`src/rtl/mdu_hilo_if.sv`:
```
// mdu_hilo_if: command, move-to/from and status signals of the HI/LO multiply/divide unit
interface mdu_hilo_if #(parameter int WIDTH = 32);
  logic start;
  logic [1:0] op;
  logic [WIDTH-1:0] a, b, wdata, mfout, hi, lo;
  logic hi_we, lo_we, mf_sel, busy, done;
  modport master (output start, op, a, b, hi_we, lo_we, wdata, mf_sel, input mfout, hi, lo, busy, done);
  modport slave (input start, op, a, b, hi_we, lo_we, wdata, mf_sel, output mfout, hi, lo, busy, done);
endinterface

```
`src/rtl/mdu_hilo.sv`:
```
// mdu_hilo: iterative shift-add multiply / restoring divide unit with architectural HI/LO registers
module mdu_hilo #(parameter int WIDTH = 32) (
  input logic clk,
  input logic reset,
  mdu_hilo_if.slave bus
);
  localparam logic [1:0] IDLE = 2'd0, RUN = 2'd1, FIX = 2'd2;
  localparam int CW = $clog2(WIDTH);
  logic [1:0] state_q, state_d;
  logic [CW-1:0] cnt_q, cnt_d;
  logic [2*WIDTH-1:0] acc_q, acc_d, prod;
  logic [WIDTH-1:0] b_q, b_d, hi_q, hi_d, lo_q, lo_d, quo, rem;
  logic sa_q, sa_d, sb_q, sb_d, div_q, div_d, done_q, done_d, neg_a, neg_b;
  logic [WIDTH:0] msum, rem_s, diff;
  always_comb begin
    neg_a = bus.op[0] & bus.a[WIDTH-1];
    neg_b = bus.op[0] & bus.b[WIDTH-1];
    msum = {1'b0, acc_q[2*WIDTH-1:WIDTH]} + {1'b0, b_q & {WIDTH{acc_q[0]}}};
    rem_s = acc_q[2*WIDTH-1:WIDTH-1];
    diff = rem_s - {1'b0, b_q};
    prod = (sa_q ^ sb_q) ? -acc_q : acc_q;
    quo = (sa_q ^ sb_q) ? -acc_q[WIDTH-1:0] : acc_q[WIDTH-1:0];
    rem = sa_q ? -acc_q[2*WIDTH-1:WIDTH] : acc_q[2*WIDTH-1:WIDTH];
    state_d = state_q;
    cnt_d = cnt_q;
    acc_d = acc_q;
    b_d = b_q;
    sa_d = sa_q;
    sb_d = sb_q;
    div_d = div_q;
    hi_d = hi_q;
    lo_d = lo_q;
    done_d = 1'b0;
    if (state_q == IDLE) begin
      if (bus.start) begin
        state_d = RUN;
        cnt_d = '0;
        div_d = bus.op[1];
        sa_d = neg_a;
        sb_d = neg_b;
        b_d = neg_b ? -bus.b : bus.b;
        acc_d = {{WIDTH{1'b0}}, neg_a ? -bus.a : bus.a};
      end else begin
        hi_d = bus.hi_we ? bus.wdata : hi_q;
        lo_d = bus.lo_we ? bus.wdata : lo_q;
      end
    end else if (state_q == RUN) begin
      acc_d = !div_q ? {msum, acc_q[WIDTH-1:1]}
            : diff[WIDTH] ? {rem_s[WIDTH-1:0], acc_q[WIDTH-2:0], 1'b0}
            : {diff[WIDTH-1:0], acc_q[WIDTH-2:0], 1'b1};
      cnt_d = cnt_q + CW'(1);
      state_d = (cnt_q == CW'(WIDTH-1)) ? FIX : RUN;
    end else begin
      hi_d = div_q ? rem : prod[2*WIDTH-1:WIDTH];
      lo_d = !div_q ? prod[WIDTH-1:0] : (b_q == '0) ? '1 : quo;
      state_d = IDLE;
      done_d = 1'b1;
    end
  end
  always_ff @(posedge clk) begin
    if (reset) begin
      state_q <= IDLE;
      cnt_q <= '0;
      acc_q <= '0;
      b_q <= '0;
      sa_q <= 1'b0;
      sb_q <= 1'b0;
      div_q <= 1'b0;
      hi_q <= '0;
      lo_q <= '0;
      done_q <= 1'b0;
    end else begin
      state_q <= state_d;
      cnt_q <= cnt_d;
      acc_q <= acc_d;
      b_q <= b_d;
      sa_q <= sa_d;
      sb_q <= sb_d;
      div_q <= div_d;
      hi_q <= hi_d;
      lo_q <= lo_d;
      done_q <= done_d;
    end
  end
  assign bus.mfout = bus.mf_sel ? hi_q : lo_q;
  assign bus.hi = hi_q;
  assign bus.lo = lo_q;
  assign bus.busy = state_q != IDLE;
  assign bus.done = done_q;
endmodule

```
`src/flat_wrapper.sv`:
```
// flat-port wrapper written by rule: the top's interface ports become plain ports
module mdu_hilo_flat 
#(parameter int WIDTH = 32)
  (clk, reset, bus_start, bus_op, bus_a, bus_b, bus_hi_we, bus_lo_we, bus_wdata, bus_mf_sel, bus_mfout, bus_hi, bus_lo, bus_busy, bus_done);
  mdu_hilo_if #(.WIDTH(WIDTH)) bus_i ();
  input logic clk;
  input logic reset;
  input wire logic [$bits(bus_i.start)-1:0] bus_start;
  input wire logic [$bits(bus_i.op)-1:0] bus_op;
  input wire logic [$bits(bus_i.a)-1:0] bus_a;
  input wire logic [$bits(bus_i.b)-1:0] bus_b;
  input wire logic [$bits(bus_i.hi_we)-1:0] bus_hi_we;
  input wire logic [$bits(bus_i.lo_we)-1:0] bus_lo_we;
  input wire logic [$bits(bus_i.wdata)-1:0] bus_wdata;
  input wire logic [$bits(bus_i.mf_sel)-1:0] bus_mf_sel;
  output wire logic [$bits(bus_i.mfout)-1:0] bus_mfout;
  output wire logic [$bits(bus_i.hi)-1:0] bus_hi;
  output wire logic [$bits(bus_i.lo)-1:0] bus_lo;
  output wire logic [$bits(bus_i.busy)-1:0] bus_busy;
  output wire logic [$bits(bus_i.done)-1:0] bus_done;
  assign bus_i.start = bus_start;
  assign bus_i.op = bus_op;
  assign bus_i.a = bus_a;
  assign bus_i.b = bus_b;
  assign bus_i.hi_we = bus_hi_we;
  assign bus_i.lo_we = bus_lo_we;
  assign bus_i.wdata = bus_wdata;
  assign bus_i.mf_sel = bus_mf_sel;
  assign bus_mfout = bus_i.mfout;
  assign bus_hi = bus_i.hi;
  assign bus_lo = bus_i.lo;
  assign bus_busy = bus_i.busy;
  assign bus_done = bus_i.done;
  mdu_hilo #(.WIDTH(WIDTH)) u_core (.clk(clk), .reset(reset), .bus(bus_i));
endmodule
```
`config.mk`:
```
export PLATFORM = sky130hd
export DESIGN_NAME = mdu_hilo_flat
export DESIGN_NICKNAME = d
export VERILOG_FILES = /design/src/rtl/mdu_hilo_if.sv /design/src/rtl/mdu_hilo.sv /design/src/flat_wrapper.sv
export SDC_FILE = /design/constraint.sdc
export NUM_CORES = 1
export LEC_CHECK = 0
export ABC_CLOCK_PERIOD_IN_PS = 4500
export BUFFER_PORTS_ARGS = -buffer_cell sky130_fd_sc_hd__buf_2
export CAP_MARGIN = 20
export CORE_MARGIN = 5
export CORE_UTILIZATION = 41
export DETAILED_ROUTE_END_ITERATION = 10
export SLEW_MARGIN = 40
export SYNTH_ARGS = -nofsm -noshare
export SYNTH_HDL_FRONTEND = slang
export SYNTH_SLANG_ARGS = --single-unit
export TNS_END_PERCENT = 20
```
`constraint.sdc`:
```
create_clock -name clk -period 4.5 [get_ports clk]
set_clock_uncertainty 0.05 [all_clocks]
set_input_delay 0.9 -clock clk [delete_from_list [all_inputs] [get_ports clk]]
set_output_delay 0.9 -clock clk [all_outputs]
set_load 0.02 [all_outputs]
```
; Yosys cells after proc, flatten, opt, wreduce, memory -nomap -nowiden
; Cells that the tools add are included.
[word_totals]
reg_bits = 171
latchBits = 0
ram_bits = 0
rom_bits = 0
in_bits = 104
wordCells = 68
n_memories = 0
[op_classes]
addsub = 8
mul = 0
div_mod_pow = 0
n_lt_le_gt_ge = 0
n_eq_ne = 7
n_shift = 0
mux = 30
bitwise_logic = 4
n_reduce_logical = 9
[ops]
columns = op, n
row1 = 32-bit 2-to-1 mux, 16
row2 = 64-bit 2-to-1 mux, 6
row3 = 32-bit negator, 4
row4 = 64-bit negator, 1
row5 = 32-bit by 32-bit adder with 33-bit output, 1
row6 = 33-bit by 32-bit subtractor with 33-bit output, 1
row7 = 32-bit AND, 1
row8 = 32-bit logical NOT, 1
row9 = 5-bit 2-to-1 mux, 3
row10 = 2-bit 2-to-1 mux, 4
row11 = 2-bit != test (second input constant), 4
row12 = 3-bit AND reduction, 2
row13 = 5-bit by 1-bit adder with 5-bit output (second input constant), 1
row14 = 5-bit equality test (second input constant), 1
row15 = 2-bit AND reduction, 2
row16 = 2-bit nonzero test, 2
row17 = 1-bit AND, 2
row18 = 2-bit by 1-bit equality test with 1-bit output (second input constant), 1
row19 = 2-bit logical NOT, 1
row20 = 2-bit by 1-bit != test with 1-bit output (second input constant), 1
row21 = 2-bit OR reduction, 1
row22 = 1-bit 2-to-1 mux, 1
row23 = 1-bit bitwise XOR, 1

; Longest topological paths before layout
[logic_depth]
depth_word = 6
depth_mapped = 15

; Worst setup path before layout
; Ideal clock, no wire load.
[synth_path]
kind = input to register
startpoint = in bus_a[11]
endpoint = reg u_core.acc_q[24]
setup_time_ns = 0.132
t_arrival_ns = 3.382
required_time_ns = 4.318
setup_slack_ns = 0.936
cell_stages = 9
path_buffers = 0
path_cell_list = or4_4 -> nand2b_4 -> or4_4 -> or3_1 -> or4_4 -> o31ai_2 -> xnor2_1 -> o211ai_1 -> a21oi_1
[synth_via]
elab_chain_cells = 4
[synth_lines]
columns = element, line_no
row1 = start: declaration, flat_wrapper.sv:10  ; input wire logic [$bits(bus_i.a)-1:0] bus_a;
row2 = 32-bit negator, mdu_hilo.sv:42  ; acc_d = {{WIDTH{1'b0}}, neg_a ? -bus.a : bus.a};
row3 = 32-bit 2-to-1 mux, mdu_hilo.sv:42
row4 = 64-bit 2-to-1 mux, mdu_hilo.sv:35  ; if (bus.start) begin
row5 = 64-bit 2-to-1 mux, mdu_hilo.sv:34  ; if (state_q == IDLE) begin
row6 = end signal: assignment, mdu_hilo.sv:64  ; acc_q <= '0;
row7 = end signal: assignment, mdu_hilo.sv:75  ; acc_q <= acc_d;
row8 = end: declaration, mdu_hilo.sv:11  ; logic [2*WIDTH-1:0] acc_q, acc_d, prod;
; Every way passes these cells. The select of a mux whose other input is x is not followed.
; A chain may end at the register's enable or synchronous reset.

; Final worst setup path
[layout_path]
startpoint = reg u_core.acc_q[31]
endpoint = reg u_core.acc_q[33]
[layout_via]
elab_chain_cells = 5
[layout_lines]
columns = element, line_no
row1 = 33-bit by 32-bit subtractor with 33-bit output, mdu_hilo.sv:20  ; diff = rem_s - {1'b0, b_q};
row2 = 64-bit 2-to-1 mux, mdu_hilo.sv:49  ; : diff[WIDTH] ? {rem_s[WIDTH-1:0], acc_q[WIDTH-2:0], 1'b0}
row3 = 64-bit 2-to-1 mux, mdu_hilo.sv:48  ; acc_d = !div_q ? {msum, acc_q[WIDTH-1:1]}
row4 = 64-bit 2-to-1 mux, mdu_hilo.sv:47  ; end else if (state_q == RUN) begin
row5 = 64-bit 2-to-1 mux, mdu_hilo.sv:34
; Every way passes these cells. The select of a mux whose other input is x is not followed.

==> run metrics <==
syn nets around 2100; worst vdd ir 272 µV; TritonCTS Buffers 17; Rows ~70; leakage roughly 6.8 nW; Buf+Inv Stages, Crit Path 3; Mean Syn Cell Area roughly 7.4 µm²; Tightest Pin Transition roughly 0.79 ns; Post-Syn Area ~0.015 mm²; fin. max-slew vios 0; CTS H-tree depth 4; drt pass-1 iters 5; top_reg_cell synth dfxtp_1; crit-path most repeated cell buf_4; hold buffer count at CTS 0; DIE WIDTH approximately 200 µm; Port Buffers 201; outcome completed; Chip Height about 200 µm; placed cells 2540; CP Capture Type flop; EDFF count, synth 0; design area 0.0167 mm²; Setup Viol. Count Final 0; Initial Utilization 41.2%; gr ovfl total 0; max_cap viols 0; worst-path maximum fanout 13; worst slew margin relative to its limit between 40% and 50%; DRC 0; CP max-delay cell a21boi_0; Startpoint Class flop; Tcrit/Tclk final roughly 90%; first-pass GRT wire length around 80000 µm; Die Footprint 0.0393 mm²; crit path DAT between 4 and 5 ns; clock tree sinks around 170; CP Class flop to flop; all-layer global routing usage about a quarter; post-route minimum period approximately 4.1 ns; PwrDens 286 mW/mm²; Clk Latency, worst-skew pair ~0.45 ns; DR iter-0 viols 1201; via density per instance slightly below 6; ANT nets after route 0; root buffer selected by CTS clkbuf_16; Post-CTS Repair Setup Buffers 0; GPL Wtd Cong between 0.9 and 1; RSZ-0062 raised after global routing false; synth warn 0; Routed WL 52100 µm; fin cells ~2600; Synth-to-Final Area Change 14.7%; setup TNS 0 ns; largest net degree at the start of global routing between 100 and 150; Synth Register Bits between 150 and 200; worst endpoint required time between 4 and 5 ns; initial antenna violation count 5; Largest stage delay, worst path roughly 0.52 ns; Worst-path clk slew around 0.080 ns; worst-case clock buffer depth 2; crit path cell chain inv_1 -> ha_1 -> fa_1 -> nand2b_1 -> a21oi_1 -> o21ai_0 -> a21boi_0 -> a211oi_1 -> mux2_2 -> buf_4 -> nor2_1 -> buf_4 -> or3_1 -> a311oi_1; share of the yosys chip area belonging to registers a little under a quarter; IO Pins just over 200; Mapped Cells roughly 2000; CTS tree done; hpwl dp roughly 40000 µm; FFs w/ async S/R, synth 0%; post-CTS sizing 0; layout cells sized above 1 between 10% and 20%; achievable frequency approximately 240 MHz; vias in the first global route 14152; CP delay by family, top compound AO/OA/AOI/OAI gates; worst hold path class flop to flop; Hold Vio Cnt, Final 0; Yosys cell types 75; via count ~15000; Placement Cell Area ~0.016 mm²; Core Region ~0.035 mm²; Avg WL per Cell slightly above 20 µm; fin nets between 2000 and 2500
## placed cells by master, fill, tap and decap left out, drive strengths merged, types with 9 or more instances in the layout
cell / synthesis / routed
a211oi: 46 / 46
a21o: 25 / 25
a21oi: 200 / 200
a221oi: 28 / 28
a22oi: 21 / 21
a31oi: 12 / 12
buf: 21 / 247
clkbuf: 104 / 18
dfxtp: 171 / 171
ha: 70 / 70
inv: 66 / 74
mux2: 34 / 34
mux2i: 49 / 49
nand2: 231 / 231
nand2b: 24 / 24
nand3: 23 / 23
nand4: 15 / 15
nor2: 179 / 179
nor3: 33 / 33
nor3b: 14 / 14
nor4: 25 / 25
o211ai: 40 / 40
o21a: 11 / 11
o21ai: 143 / 143
o21bai: 10 / 10
o221ai: 32 / 32
o31ai: 24 / 24
o41ai: 10 / 10
or2: 9 / 9
or3: 23 / 23
or4: 13 / 13
xnor2: 102 / 102
xor2: 66 / 66
## synth_stat cells, types with 28 or more instances
library cell | instances | area [µm²]
nand2_1 | 231 | 867
a21oi_1 | 200 | 1000
nor2_1 | 178 | 668
dfxtp_1 | 171 | 3420
o21ai_0 | 141 | 706
clkbuf_1 | 103 | 387
xnor2_1 | 102 | 893
ha_1 | 70 | 876
inv_1 | 66 | 248
xor2_1 | 66 | 578
mux2i_1 | 49 | 490
a211oi_1 | 46 | 345
o211ai_1 | 40 | 300
mux2_2 | 34 | 383
nor3_1 | 32 | 160
o221ai_1 | 32 | 280
a221oi_1 | 28 | 245
## kinds of logic after synthesis
family / after synthesis / share of synthesized area [%]
xor+xnor: 168 / 10.1
fa+ha+maj: 72 / 6.31
simple gates: 623 / 20.0
buf+inv: 193 / 5.21
flops: 171 / 23.6
mux: 83 / 6.02
compound gates: 648 / 28.7
## final timing paths
check                                       from               end  slack (ns)  cells past startpoint
worst min-delay path              u_core.b_q[18]    u_core.b_q[18]        0.41                      2
worst max register to register  u_core.acc_q[31]  u_core.acc_q[33]        0.35                     14
worst max-delay path            u_core.acc_q[31]  u_core.acc_q[33]        0.35                     14
worst min register to register    u_core.b_q[18]    u_core.b_q[18]        0.41                      2
## cell type report
| type | instances | area [µm²] |
|---|---|---|
| timing repair buffer | 247 | 1410 |
| antenna | 5 | 12.5 |
| sequential | 171 | 3420 |
| tap | 461 | 577 |
| inverter | 68 | 256 |
| multi-input combinational | 1594 | 10400 |
| clock inverter | 14 | 149 |
| fill | 3586 | 18600 |
| clock buffer | 18 | 439 |
## registers in the layout (all words and copies together), names as in the netlist
| name | flops |
|---|---|
| u_core.acc_q | 64 |
| u_core.b_q | 32 |
| u_core.bus.hi | 32 |
| u_core.bus.lo | 32 |
| u_core.cnt_q | 5 |
| u_core.state_q | 2 |
| u_core.bus.done | 1 |
| u_core.div_q | 1 |
| u_core.sa_q | 1 |
| u_core.sb_q | 1 |
## layer usage
metal | vias up | GRT usage [%] | wire length (µm)
met4 | 0 | 7.63 | 1410
li1 | 7448 | - | -
met5 | - | 0 | 0
met2 | 475 | 40.2 | 23700
met3 | 65 | 2.89 | 2620
met1 | 7198 | 36.8 | 24400
## stage by stage
| stage | setup WS [ns] | utilization (%) | hold slack (ns) | power [mW] |
|---|---|---|---|---|
| 2_1_floorplan | 0.936 | - | 0.382 | 2.73 |
| 3_3_place_gp | 0.571 | 45.4 | 0.401 | 3.20 |
| 3_5_place_dp | 0.454 | 45.4 | 0.398 | 3.21 |
| 4_1_cts | 0.417 | 47.1 | 0.408 | 4.75 |
| 5_1_grt | 0.0596 | 47.3 | 0.440 | 4.99 |
| 6_report | 0.355 | 47.3 | 0.412 | 4.76 |
## worst register-to-register path: stages, from the launching register on
cell,delay (ns)
dfxtp_1,0.41
inv_1,0.12
ha_1,0.22
fa_1,0.38
nand2b_1,0.19
a21oi_1,0.29
o21ai_0,0.27
a21boi_0,0.52
a211oi_1,0.29
mux2_2,0.30
buf_4,0.19
nor2_1,0.07
buf_4,0.17
or3_1,0.33
a311oi_1,0.25
## where the power goes
group / internal (mW) / switching [mW] / leakage (nW) / total, mW
combinational: 0.549 / 0.927 / 5.15 / 1.48
sequential: 1.61 / 0.125 / 1.40 / 1.73
clock: 0.801 / 0.753 / 0.278 / 1.55
(Power assumes the default switching activity.)
